--- src/rtl/d2e_pipe_reg_if.sv ---
// D->E pipeline register bus: decoded D-stage fields in, registered E-stage fields out.
// The hazard controls (stall/flush) travel with the D-side bundle.
interface d2e_pipe_reg_if #(
  parameter int DW = 32
);
  logic          stall;
  logic          flush;
  logic [DW-1:0] instr_D;
  logic [DW-1:0] pc_D;
  logic [DW-1:0] rd1_D;
  logic [DW-1:0] rd2_D;
  logic [DW-1:0] ext_D;
  logic [3:0]    alu_op_D;
  logic [2:0]    alub_sel_D;
  logic [2:0]    a3_sel_D;
  logic [2:0]    rd_sel_D;
  logic          reg_write_D;
  logic          mem_write_D;
  logic          lwso_D;
  logic [2:0]    tnew_D;

  logic [DW-1:0] instr_E;
  logic [DW-1:0] pc_E;
  logic [DW-1:0] rd1_E;
  logic [DW-1:0] rd2_E;
  logic [DW-1:0] ext_E;
  logic [3:0]    alu_op_E;
  logic [2:0]    alub_sel_E;
  logic [2:0]    rd_sel_E;
  logic          reg_write_E;
  logic          mem_write_E;
  logic          lwso_E;
  logic [4:0]    a3_E;
  logic [2:0]    tnew_E;
  logic          fwd_val_E;
  logic [DW-1:0] fwd_data_E;
  logic          valid_E;

  modport master (
    output stall, flush, instr_D, pc_D, rd1_D, rd2_D, ext_D, alu_op_D, alub_sel_D,
           a3_sel_D, rd_sel_D, reg_write_D, mem_write_D, lwso_D, tnew_D,
    input  instr_E, pc_E, rd1_E, rd2_E, ext_E, alu_op_E, alub_sel_E, rd_sel_E,
           reg_write_E, mem_write_E, lwso_E, a3_E, tnew_E, fwd_val_E, fwd_data_E, valid_E
  );

  modport slave (
    input  stall, flush, instr_D, pc_D, rd1_D, rd2_D, ext_D, alu_op_D, alub_sel_D,
           a3_sel_D, rd_sel_D, reg_write_D, mem_write_D, lwso_D, tnew_D,
    output instr_E, pc_E, rd1_E, rd2_E, ext_E, alu_op_E, alub_sel_E, rd_sel_E,
           reg_write_E, mem_write_E, lwso_E, a3_E, tnew_E, fwd_val_E, fwd_data_E, valid_E
  );
endinterface

--- src/rtl/d2e_pipe_reg.sv ---
// D->E pipeline register: captures the decoded D-stage instruction, inserts bubbles on
// stall/flush, resolves the E-stage destination register and counts stall bubbles.
module d2e_pipe_reg #(
  parameter int DW    = 32,
  parameter int CNT_W = 16
) (
  input  logic             clk,
  input  logic             reset,
  d2e_pipe_reg_if.slave    bus,
  output logic [CNT_W-1:0] bubble_cnt
);

  localparam logic [CNT_W-1:0] CNT_MAX = {CNT_W{1'b1}};

  logic [4:0] a3_nxt;

  // Destination resolution; a $0 destination naturally collapses to "no write".
  always_comb begin
    a3_nxt = 5'd0;
    if (bus.reg_write_D) begin
      case (bus.a3_sel_D)
        3'd1:    a3_nxt = bus.instr_D[15:11];
        3'd2:    a3_nxt = bus.instr_D[20:16];
        3'd3:    a3_nxt = 5'd31;
        default: a3_nxt = 5'd0;
      endcase
    end
  end

  always_ff @(posedge clk) begin
    if (reset || bus.flush || bus.stall) begin
      bus.instr_E     <= '0;
      bus.pc_E        <= '0;
      bus.rd1_E       <= '0;
      bus.rd2_E       <= '0;
      bus.ext_E       <= '0;
      bus.alu_op_E    <= '0;
      bus.alub_sel_E  <= '0;
      bus.rd_sel_E    <= '0;
      bus.reg_write_E <= 1'b0;
      bus.mem_write_E <= 1'b0;
      bus.lwso_E      <= 1'b0;
      bus.a3_E        <= '0;
      bus.tnew_E      <= '0;
      bus.valid_E     <= 1'b0;
    end else begin
      bus.instr_E     <= bus.instr_D;
      bus.pc_E        <= bus.pc_D;
      bus.rd1_E       <= bus.rd1_D;
      bus.rd2_E       <= bus.rd2_D;
      bus.ext_E       <= bus.ext_D;
      bus.alu_op_E    <= bus.alu_op_D;
      bus.alub_sel_E  <= bus.alub_sel_D;
      bus.rd_sel_E    <= bus.rd_sel_D;
      bus.reg_write_E <= bus.reg_write_D;
      bus.mem_write_E <= bus.mem_write_D;
      bus.lwso_E      <= bus.lwso_D;
      bus.a3_E        <= a3_nxt;
      bus.tnew_E      <= bus.tnew_D;
      bus.valid_E     <= 1'b1;
    end
  end

  // Flush-induced bubbles are not hazard stalls, so they are not counted.
  always_ff @(posedge clk) begin
    if (reset)
      bubble_cnt <= '0;
    else if (bus.stall && !bus.flush && bubble_cnt != CNT_MAX)
      bubble_cnt <= bubble_cnt + 1'b1;
  end

  assign bus.fwd_data_E = bus.pc_E + DW'(8);
  assign bus.fwd_val_E  = (bus.tnew_E == 3'd0) && (bus.a3_E != 5'd0) && bus.valid_E;

endmodule

--- src/flat_wrapper.sv ---
// flat-port wrapper written by rule: the top's interface ports become plain ports
module d2e_pipe_reg_flat 
#(
  parameter int DW    = 32,
  parameter int CNT_W = 16
)
  (clk, reset, bubble_cnt, bus_stall, bus_flush, bus_instr_D, bus_pc_D, bus_rd1_D, bus_rd2_D, bus_ext_D, bus_alu_op_D, bus_alub_sel_D, bus_a3_sel_D, bus_rd_sel_D, bus_reg_write_D, bus_mem_write_D, bus_lwso_D, bus_tnew_D, bus_instr_E, bus_pc_E, bus_rd1_E, bus_rd2_E, bus_ext_E, bus_alu_op_E, bus_alub_sel_E, bus_rd_sel_E, bus_reg_write_E, bus_mem_write_E, bus_lwso_E, bus_a3_E, bus_tnew_E, bus_fwd_val_E, bus_fwd_data_E, bus_valid_E);
  d2e_pipe_reg_if #(.DW(DW)) bus_i ();
  input  logic clk;
  input  logic reset;
  output logic [CNT_W-1:0] bubble_cnt;
  input wire logic [$bits(bus_i.stall)-1:0] bus_stall;
  input wire logic [$bits(bus_i.flush)-1:0] bus_flush;
  input wire logic [$bits(bus_i.instr_D)-1:0] bus_instr_D;
  input wire logic [$bits(bus_i.pc_D)-1:0] bus_pc_D;
  input wire logic [$bits(bus_i.rd1_D)-1:0] bus_rd1_D;
  input wire logic [$bits(bus_i.rd2_D)-1:0] bus_rd2_D;
  input wire logic [$bits(bus_i.ext_D)-1:0] bus_ext_D;
  input wire logic [$bits(bus_i.alu_op_D)-1:0] bus_alu_op_D;
  input wire logic [$bits(bus_i.alub_sel_D)-1:0] bus_alub_sel_D;
  input wire logic [$bits(bus_i.a3_sel_D)-1:0] bus_a3_sel_D;
  input wire logic [$bits(bus_i.rd_sel_D)-1:0] bus_rd_sel_D;
  input wire logic [$bits(bus_i.reg_write_D)-1:0] bus_reg_write_D;
  input wire logic [$bits(bus_i.mem_write_D)-1:0] bus_mem_write_D;
  input wire logic [$bits(bus_i.lwso_D)-1:0] bus_lwso_D;
  input wire logic [$bits(bus_i.tnew_D)-1:0] bus_tnew_D;
  output wire logic [$bits(bus_i.instr_E)-1:0] bus_instr_E;
  output wire logic [$bits(bus_i.pc_E)-1:0] bus_pc_E;
  output wire logic [$bits(bus_i.rd1_E)-1:0] bus_rd1_E;
  output wire logic [$bits(bus_i.rd2_E)-1:0] bus_rd2_E;
  output wire logic [$bits(bus_i.ext_E)-1:0] bus_ext_E;
  output wire logic [$bits(bus_i.alu_op_E)-1:0] bus_alu_op_E;
  output wire logic [$bits(bus_i.alub_sel_E)-1:0] bus_alub_sel_E;
  output wire logic [$bits(bus_i.rd_sel_E)-1:0] bus_rd_sel_E;
  output wire logic [$bits(bus_i.reg_write_E)-1:0] bus_reg_write_E;
  output wire logic [$bits(bus_i.mem_write_E)-1:0] bus_mem_write_E;
  output wire logic [$bits(bus_i.lwso_E)-1:0] bus_lwso_E;
  output wire logic [$bits(bus_i.a3_E)-1:0] bus_a3_E;
  output wire logic [$bits(bus_i.tnew_E)-1:0] bus_tnew_E;
  output wire logic [$bits(bus_i.fwd_val_E)-1:0] bus_fwd_val_E;
  output wire logic [$bits(bus_i.fwd_data_E)-1:0] bus_fwd_data_E;
  output wire logic [$bits(bus_i.valid_E)-1:0] bus_valid_E;
  assign bus_i.stall = bus_stall;
  assign bus_i.flush = bus_flush;
  assign bus_i.instr_D = bus_instr_D;
  assign bus_i.pc_D = bus_pc_D;
  assign bus_i.rd1_D = bus_rd1_D;
  assign bus_i.rd2_D = bus_rd2_D;
  assign bus_i.ext_D = bus_ext_D;
  assign bus_i.alu_op_D = bus_alu_op_D;
  assign bus_i.alub_sel_D = bus_alub_sel_D;
  assign bus_i.a3_sel_D = bus_a3_sel_D;
  assign bus_i.rd_sel_D = bus_rd_sel_D;
  assign bus_i.reg_write_D = bus_reg_write_D;
  assign bus_i.mem_write_D = bus_mem_write_D;
  assign bus_i.lwso_D = bus_lwso_D;
  assign bus_i.tnew_D = bus_tnew_D;
  assign bus_instr_E = bus_i.instr_E;
  assign bus_pc_E = bus_i.pc_E;
  assign bus_rd1_E = bus_i.rd1_E;
  assign bus_rd2_E = bus_i.rd2_E;
  assign bus_ext_E = bus_i.ext_E;
  assign bus_alu_op_E = bus_i.alu_op_E;
  assign bus_alub_sel_E = bus_i.alub_sel_E;
  assign bus_rd_sel_E = bus_i.rd_sel_E;
  assign bus_reg_write_E = bus_i.reg_write_E;
  assign bus_mem_write_E = bus_i.mem_write_E;
  assign bus_lwso_E = bus_i.lwso_E;
  assign bus_a3_E = bus_i.a3_E;
  assign bus_tnew_E = bus_i.tnew_E;
  assign bus_fwd_val_E = bus_i.fwd_val_E;
  assign bus_fwd_data_E = bus_i.fwd_data_E;
  assign bus_valid_E = bus_i.valid_E;
  d2e_pipe_reg #(.DW(DW), .CNT_W(CNT_W)) u_core (.clk(clk), .reset(reset), .bus(bus_i), .bubble_cnt(bubble_cnt));
endmodule
--- config.mk ---
export PLATFORM = sky130hd
export DESIGN_NAME = d2e_pipe_reg_flat
export DESIGN_NICKNAME = d
export VERILOG_FILES = /design/src/rtl/d2e_pipe_reg_if.sv /design/src/rtl/d2e_pipe_reg.sv /design/src/flat_wrapper.sv
export SDC_FILE = /design/constraint.sdc
export NUM_CORES = 1
export LEC_CHECK = 0
export CORE_AREA = 2 2 160 162
export CTS_CLUSTER_DIAMETER = 100
export DETAILED_ROUTE_END_ITERATION = 8
export DIE_AREA = 0 0 162 164
export GPL_ROUTABILITY_DRIVEN = 0
export MAX_ROUTING_LAYER = met4
export PLACE_DENSITY = 0.59
export SLEW_MARGIN = 20
export SYNTH_ARGS = -nofsm -noshare
export SYNTH_HDL_FRONTEND = slang
export SYNTH_SLANG_ARGS = --single-unit
--- constraint.sdc ---
create_clock -name clk -period 6.05 [get_ports clk]
set_input_delay 1.815 -clock clk [delete_from_list [all_inputs] [get_ports clk]]
set_output_delay 1.815 -clock clk [all_outputs]
set_load 0.05 [all_outputs]
==> results.sh, run 1 <==
export IMPL_status="complete, no violations"
export IMPL_syn_area_um2=6315
export IMPL_use_met1_pct=16.47
export IMPL_drt_iter0_drc=246
export IMPL_synth_cell_type_count=38
export IMPL_p_per_area_nw_per_um2=259.8
export IMPL_synthToLayoutAreaGrowth_pct=81.10
export IMPL_drc=0
export IMPL_syn_nets=765
export IMPL_grt_max_degree=178
export IMPL_ctsHtreeMaxLevel=4
export IMPL_n_antenna_cell=0
export IMPL_port_buffers=413
export IMPL_min_period_ns=4.843
export IMPL_die_w_um=162
export IMPL_grt_pass1_vias=5219
export IMPL_timing_hold_violations_final=0
export IMPL_antenna_left=0
export IMPL_start_kind="register"
export IMPL_layout_nets=1170
export IMPL_cts_buffers=17
export IMPL_cp_end_kind="primary output"
export IMPL_ir_drop_mv=0.1514
export IMPL_antenna_found_initial=0
export IMPL_grt_busiest_layer="met2"
export IMPL_ys_warn_count=0
export IMPL_fp_dieH_um=164
export IMPL_io_pins=414
export IMPL_grtUsageTotal_pct=15.07
export IMPL_slew_violations=0
export IMPL_synth_area_leader_cell="dfxtp_1"
export IMPL_via_count=5368
export IMPL_cts_hold_buffers=0
export IMPL_drt_pass1_iter_count=4
export IMPL_final_common_cell="clkdlybuf4s50_1"
export IMPL_grt_setup_unrepaired="no"
export IMPL_grt_met3_usage_pct=5.606
export IMPL_async_flop_share_pct=0
export IMPL_cts_buffer_depth=2
export IMPL_wl_per_cell_um=15.28
export IMPL_netlist_instances=580
export IMPL_ctsResizeCount=0
export IMPL_path_class="reg -> out"
export IMPL_worstMarginPinSlew_ns=0.8134
export IMPL_ys_ff_latch=198
export IMPL_initial_core_util_pct=25.44
export IMPL_drive_above_1_share_pct=4.309
export IMPL_power_total_mw=2.971
export IMPL_hold_path_class="reg -> reg"
export IMPL_synth_edff_count=0
export IMPL_crit_arrival_ns=3.03
export IMPL_post_cts_setup_buffers=0
export IMPL_timing_fmax_ghz=0.2065
export IMPL_setup_violations=0
export IMPL_tritoncts="yes"
export IMPL_layout_common_cells="clkdlybuf4s50_1, dfxtp_1, and2_1"
export IMPL_cap_violations=0
export IMPL_slew_headroom_pct=45.60
export IMPL_cts_root_buf="clkbuf_16"
export IMPL_clkTransAtPathRegs_ns=0.08
export IMPL_core_um2=24820
export IMPL_skew_ns=0.008958
export IMPL_syn_area_per_cell_um2=10.89
export IMPL_grt_met2_usage_pct=25.20
export IMPL_tns_ns=0
export IMPL_synth_area_top_cells="dfxtp_1, and2_1, xnor2_1, clkbuf_1, nand3_1"
export IMPL_p_leak_nw=4.304
export IMPL_row_count=58
export IMPL_hpwlAfterDp_um=15510
export IMPL_grt_ovfl_total=0
export IMPL_synthFlopType="dfxtp_1"
export IMPL_synth_top_area_share_pct=62.77
export IMPL_fillCellCount=2425
export IMPL_clock_latency_ns=0.43
export IMPL_timing_final_crit_share_pct=80.05
export IMPL_ys_seq_area_share_pct=62.77
export IMPL_cp_max_fo=8
export IMPL_clock_sinks=198
export IMPL_crit_required_ns=4.24
export IMPL_die_area_um2=26570
export IMPL_vias_per_cell=4.042
export IMPL_grt_first_pass_wirelength_um=29370
export IMPL_drt_total_wl_um=20300
[cell usage after synthesis (7+ instances only)]
cell,instances
and2_1,177
nand2_1,18
and3_1,7
nor2_1,16
nand3_1,16
o21ai_0,8
clkbuf_1,23
nand4_1,12
dfxtp_1,198
a21oi_1,13
xor2_1,9
xnor2_1,18
[through the flow]
stage	setup slack (ns)	hold WS [ns]	utilization [%]	std cells	cell area (µm²)
floorplan	1.747	0.7146	-	580	6315
global placement	1.710	0.4851	43.39	1296	10770
detailed placement	1.661	0.4985	43.39	1296	10770
CTS	1.169	0.5165	46.08	1328	11440
global route	1.025	0.5494	46.08	1328	11440
finish	1.207	0.5122	46.08	1328	11440
[critical path, stage by stage, from the launching register on]
cell and delay [ns]:
dfxtp_1 0.45, nand4_1 0.24, nor3_2 0.63, and4_1 0.29, xor2_1 0.16, clkdlybuf4s50_1 0.82
[path summary, 6_finish.rpt]
kind                             start              endpoint  slack, ns  cells past startpoint
setup / recovery    u_core.bus.pc_E[6]    bus_fwd_data_E[18]       1.21                      5
hold reg to reg   u_core.bubble_cnt[6]  u_core.bubble_cnt[6]       0.51                      2
hold / removal    u_core.bubble_cnt[6]  u_core.bubble_cnt[6]       0.51                      2
setup reg to reg  u_core.bubble_cnt[4]  u_core.bubble_cnt[0]       3.82                      4
[power breakdown]
part           total, mW  switching (mW)  internal [mW]
Sequential          1.35          0.0145           1.33
Clock               1.25           0.592          0.653
Combinational      0.376           0.192          0.184
[per-layer routing]
| layer | wire length [µm] | part of all wire, % | vias up |
|---|---|---|---|
| met2 | 10290 | 51 | 260 |
| li1 | - | - | 2691 |
| met3 | 1961 | 9.7 | 15 |
| met1 | 7777 | 38 | 2402 |
| met4 | 274 | 1.3 | 0 |
| met5 | 0 | 0 | - |
[logic make-up after synthesis]
| logic type | count (synthesis) | synth area share, % |
|---|---|---|
| buffers and inverters | 33 | 2.160 |
| AND/OR/NAND/NOR | 284 | 27.14 |
| multiplexers | 7 | 1.189 |
| adder cells (fa/ha/maj) | 2 | 0.3962 |
| flip-flops | 198 | 62.77 |
| XOR/XNOR | 27 | 3.745 |
| AO/OA/AOI/OAI | 29 | 2.596 |
[sequential cells by signal (all words and copies together) (netlist names)]
register,count
u_core.bus.ext_E,32
u_core.bus.alu_op_E,4
u_core.bus.mem_write_E,1
u_core.bus.tnew_E,3
u_core.bus.reg_write_E,1
u_core.bus.pc_E,32
u_core.bus.rd2_E,32
u_core.bus.a3_E,5
u_core.bus.rd_sel_E,3
u_core.bubble_cnt,16
u_core.bus.rd1_E,32
u_core.bus.instr_E,32
u_core.bus.valid_E,1
u_core.bus.alub_sel_E,3
u_core.bus.lwso_E,1
[final cells by class]
| cell class | instances | area [µm²] | share of cell area (%) |
|---|---|---|---|
| Inverter | 5 | 18.77 | 0.1641 |
| Clock buffer | 17 | 425.4 | 3.720 |
| Tap cell | 330 | 412.9 | 3.610 |
| Clock inverter | 15 | 241.5 | 2.112 |
| Multi-Input combinational cell | 349 | 2220 | 19.41 |
| Sequential cell | 198 | 3964 | 34.66 |
| Timing Repair Buffer | 414 | 4154 | 36.32 |
(Power assumes the default switching activity.)
==> run 2, diff against run 1 <==
Settings changed: CORE_AREA 2 2 160 162 to 2 2 162 164, DIE_AREA 0 0 162 164 to 0 0 164 166, PLACE_DENSITY 0.59 to 0.6.
Clock period 6.05 ns to 3.9 ns, I/O delays scaled along.
==> results.sh, run 2 (synthesized netlist as in run 1, its figures left out) <==
export IMPL_use_met1_pct=15.66
export IMPL_grt_ovfl_total=0
export IMPL_row_count=59
export IMPL_ir_drop_mv=0.2352
export IMPL_timing_hold_violations_final=0
export IMPL_slew_violations=0
export IMPL_start_kind="register"
export IMPL_crit_arrival_ns=2.43
export IMPL_drc=0
export IMPL_die_w_um=164
export IMPL_antenna_left=0
export IMPL_cts_root_buf="clkbuf_16"
export IMPL_final_area_um2=11380
export IMPL_dp_cells=1304
export IMPL_cpPeakStageDelay_ns=0.82
export IMPL_grt_setup_unrepaired="no"
export IMPL_tns_ns=0
export IMPL_min_period_ns=3.603
export IMPL_p_per_area_nw_per_um2=390.8
export IMPL_io_pins=414
export IMPL_cp_end_kind="primary output"
export IMPL_drt_pass1_iter_count=4
export IMPL_timing_final_crit_share_pct=92.39
export IMPL_cp_slowest_cell="clkdlybuf4s50_1"
export IMPL_vias_per_cell=4.003
export IMPL_tritoncts="yes"
export IMPL_layout_common_cells="clkdlybuf4s50_1, dfxtp_1, and2_1"
export IMPL_core_um2=25620
export IMPL_drt_iter0_drc=323
export IMPL_antenna_found_initial=1
export IMPL_drt_total_wl_um=20080
export IMPL_drive_above_1_share_pct=6.194
export IMPL_stdcell_count=1337
export IMPL_crit_required_ns=2.73
export IMPL_skew_ns=0.009103
export IMPL_grt_busiest_layer="met2"
export IMPL_p_leak_nw=4.328
export IMPL_via_count=5352
export IMPL_grt_met3_usage_pct=5.370
export IMPL_initial_core_util_pct=24.65
export IMPL_setup_violations=0
export IMPL_post_cts_setup_buffers=0
export IMPL_clock_sinks=198
export IMPL_ctsResizeCount=0
export IMPL_crit_path_cell_trace="and4_1 -> nand3_1 -> nor3_1 -> xor2_1 -> clkdlybuf4s50_1"
export IMPL_wl_per_cell_um=15.02
export IMPL_cts_hold_buffers=0
export IMPL_cts_buffers=17
export IMPL_grtUsageTotal_pct=14.85
export IMPL_grt_max_degree=100
export IMPL_path_class="reg -> out"
export IMPL_fillCellCount=2462
export IMPL_synthToLayoutAreaGrowth_pct=80.17
export IMPL_holdWs_ns=0.5103
export IMPL_grt_first_pass_wirelength_um=29830
export IMPL_cts_buffer_depth=2
export IMPL_layout_nets=1173
export IMPL_ctsHtreeMaxLevel=4
export IMPL_die_area_um2=27220
export IMPL_cap_violations=0
export IMPL_cp_max_fo=7
export IMPL_grt_pass1_vias=5375
export IMPL_placed_area_um2=10780
export IMPL_hpwlAfterDp_um=15590
export IMPL_clkTransAtPathRegs_ns=0.08
export IMPL_hold_path_class="reg -> reg"
export IMPL_fp_dieH_um=166
export IMPL_status="complete, no violations"
export IMPL_slew_headroom_pct=57.81
export IMPL_final_common_cell="clkdlybuf4s50_1"
export IMPL_seqCellArea_um2=3964
export IMPL_port_buffers=413
export IMPL_fin_util_pct=44.41
export IMPL_worstMarginPinSlew_ns=0.6277
export IMPL_grt_met2_usage_pct=25.56
export IMPL_multi_input_area_um2=2220
export IMPL_clock_latency_ns=0.43
export IMPL_timing_fmax_ghz=0.2775
run 2: changes by cell type in the layout (fill, tap and decap cells not counted), moves of 2 or more:
| cell | previous run | this run |
|---|---|---|
| clkdlybuf4s50_1 | 413 | 396 |
| clkinv_8 | 6 | 3 |
| inv_6 | 2 | 5 |
| bufinv_16 | 2 | 0 |
| buf_12 | 1 | 3 |
| buf_4 | 0 | 18 |
run 2: report_power, final:
| part | internal (mW) | leakage [nW] | switching (mW) |
|---|---|---|---|
| clock | 0.886 | 0.291 | 0.881 |
| combinational | 0.286 | 2.43 | 0.300 |
| sequential | 2.07 | 1.61 | 0.0228 |
| total | 3.24 | 4.33 | 1.20 |
run 2: cell type report:
| class | instances | area share, % |
|---|---|---|
| timing repair buffer | 417 | 36.56 |
| sequential | 198 | 34.84 |
| multi-input combinational | 349 | 19.51 |
| clock buffer | 19 | 3.893 |
| tap | 335 | 3.684 |
| clock inverter | 13 | 1.331 |
| inverter | 5 | 0.1650 |
| antenna | 1 | 0.02199 |
run 2: final timing paths:
path                                            from                    to  slack [ns]  cells after the start
worst max register to register  u_core.bubble_cnt[4]  u_core.bubble_cnt[0]        1.72                      4
worst max-delay path              u_core.bus.pc_E[6]    bus_fwd_data_E[14]        0.30                      5
worst min-delay path            u_core.bubble_cnt[6]  u_core.bubble_cnt[6]        0.51                      2
worst min register to register  u_core.bubble_cnt[6]  u_core.bubble_cnt[6]        0.51                      2
run 2: critical path, delay by kind of cell, from the launching register on:
family,cells,cell delay [ns]
and+or+nand+nor,3,0.59
DFF,1,0.43
xor gates and xnor gates,1,0.16
buffers and inverters,1,0.82
run 2: per-layer routing:
layer | up-vias | wire length, µm
met1 | 2378 | 7629
met3 | 18 | 2001
met2 | 262 | 10130
met5 | - | 0
met4 | 0 | 324
li1 | 2694 | -
run 2: through the flow:
stage,worst slack [ns],total power [mW]
after floorplan,0.2420,2.413
after global routing,0.1356,4.636
after CTS,0.2540,4.523
after detailed placement,0.7407,2.732
final,0.2966,4.446
after global placement,0.7355,2.730
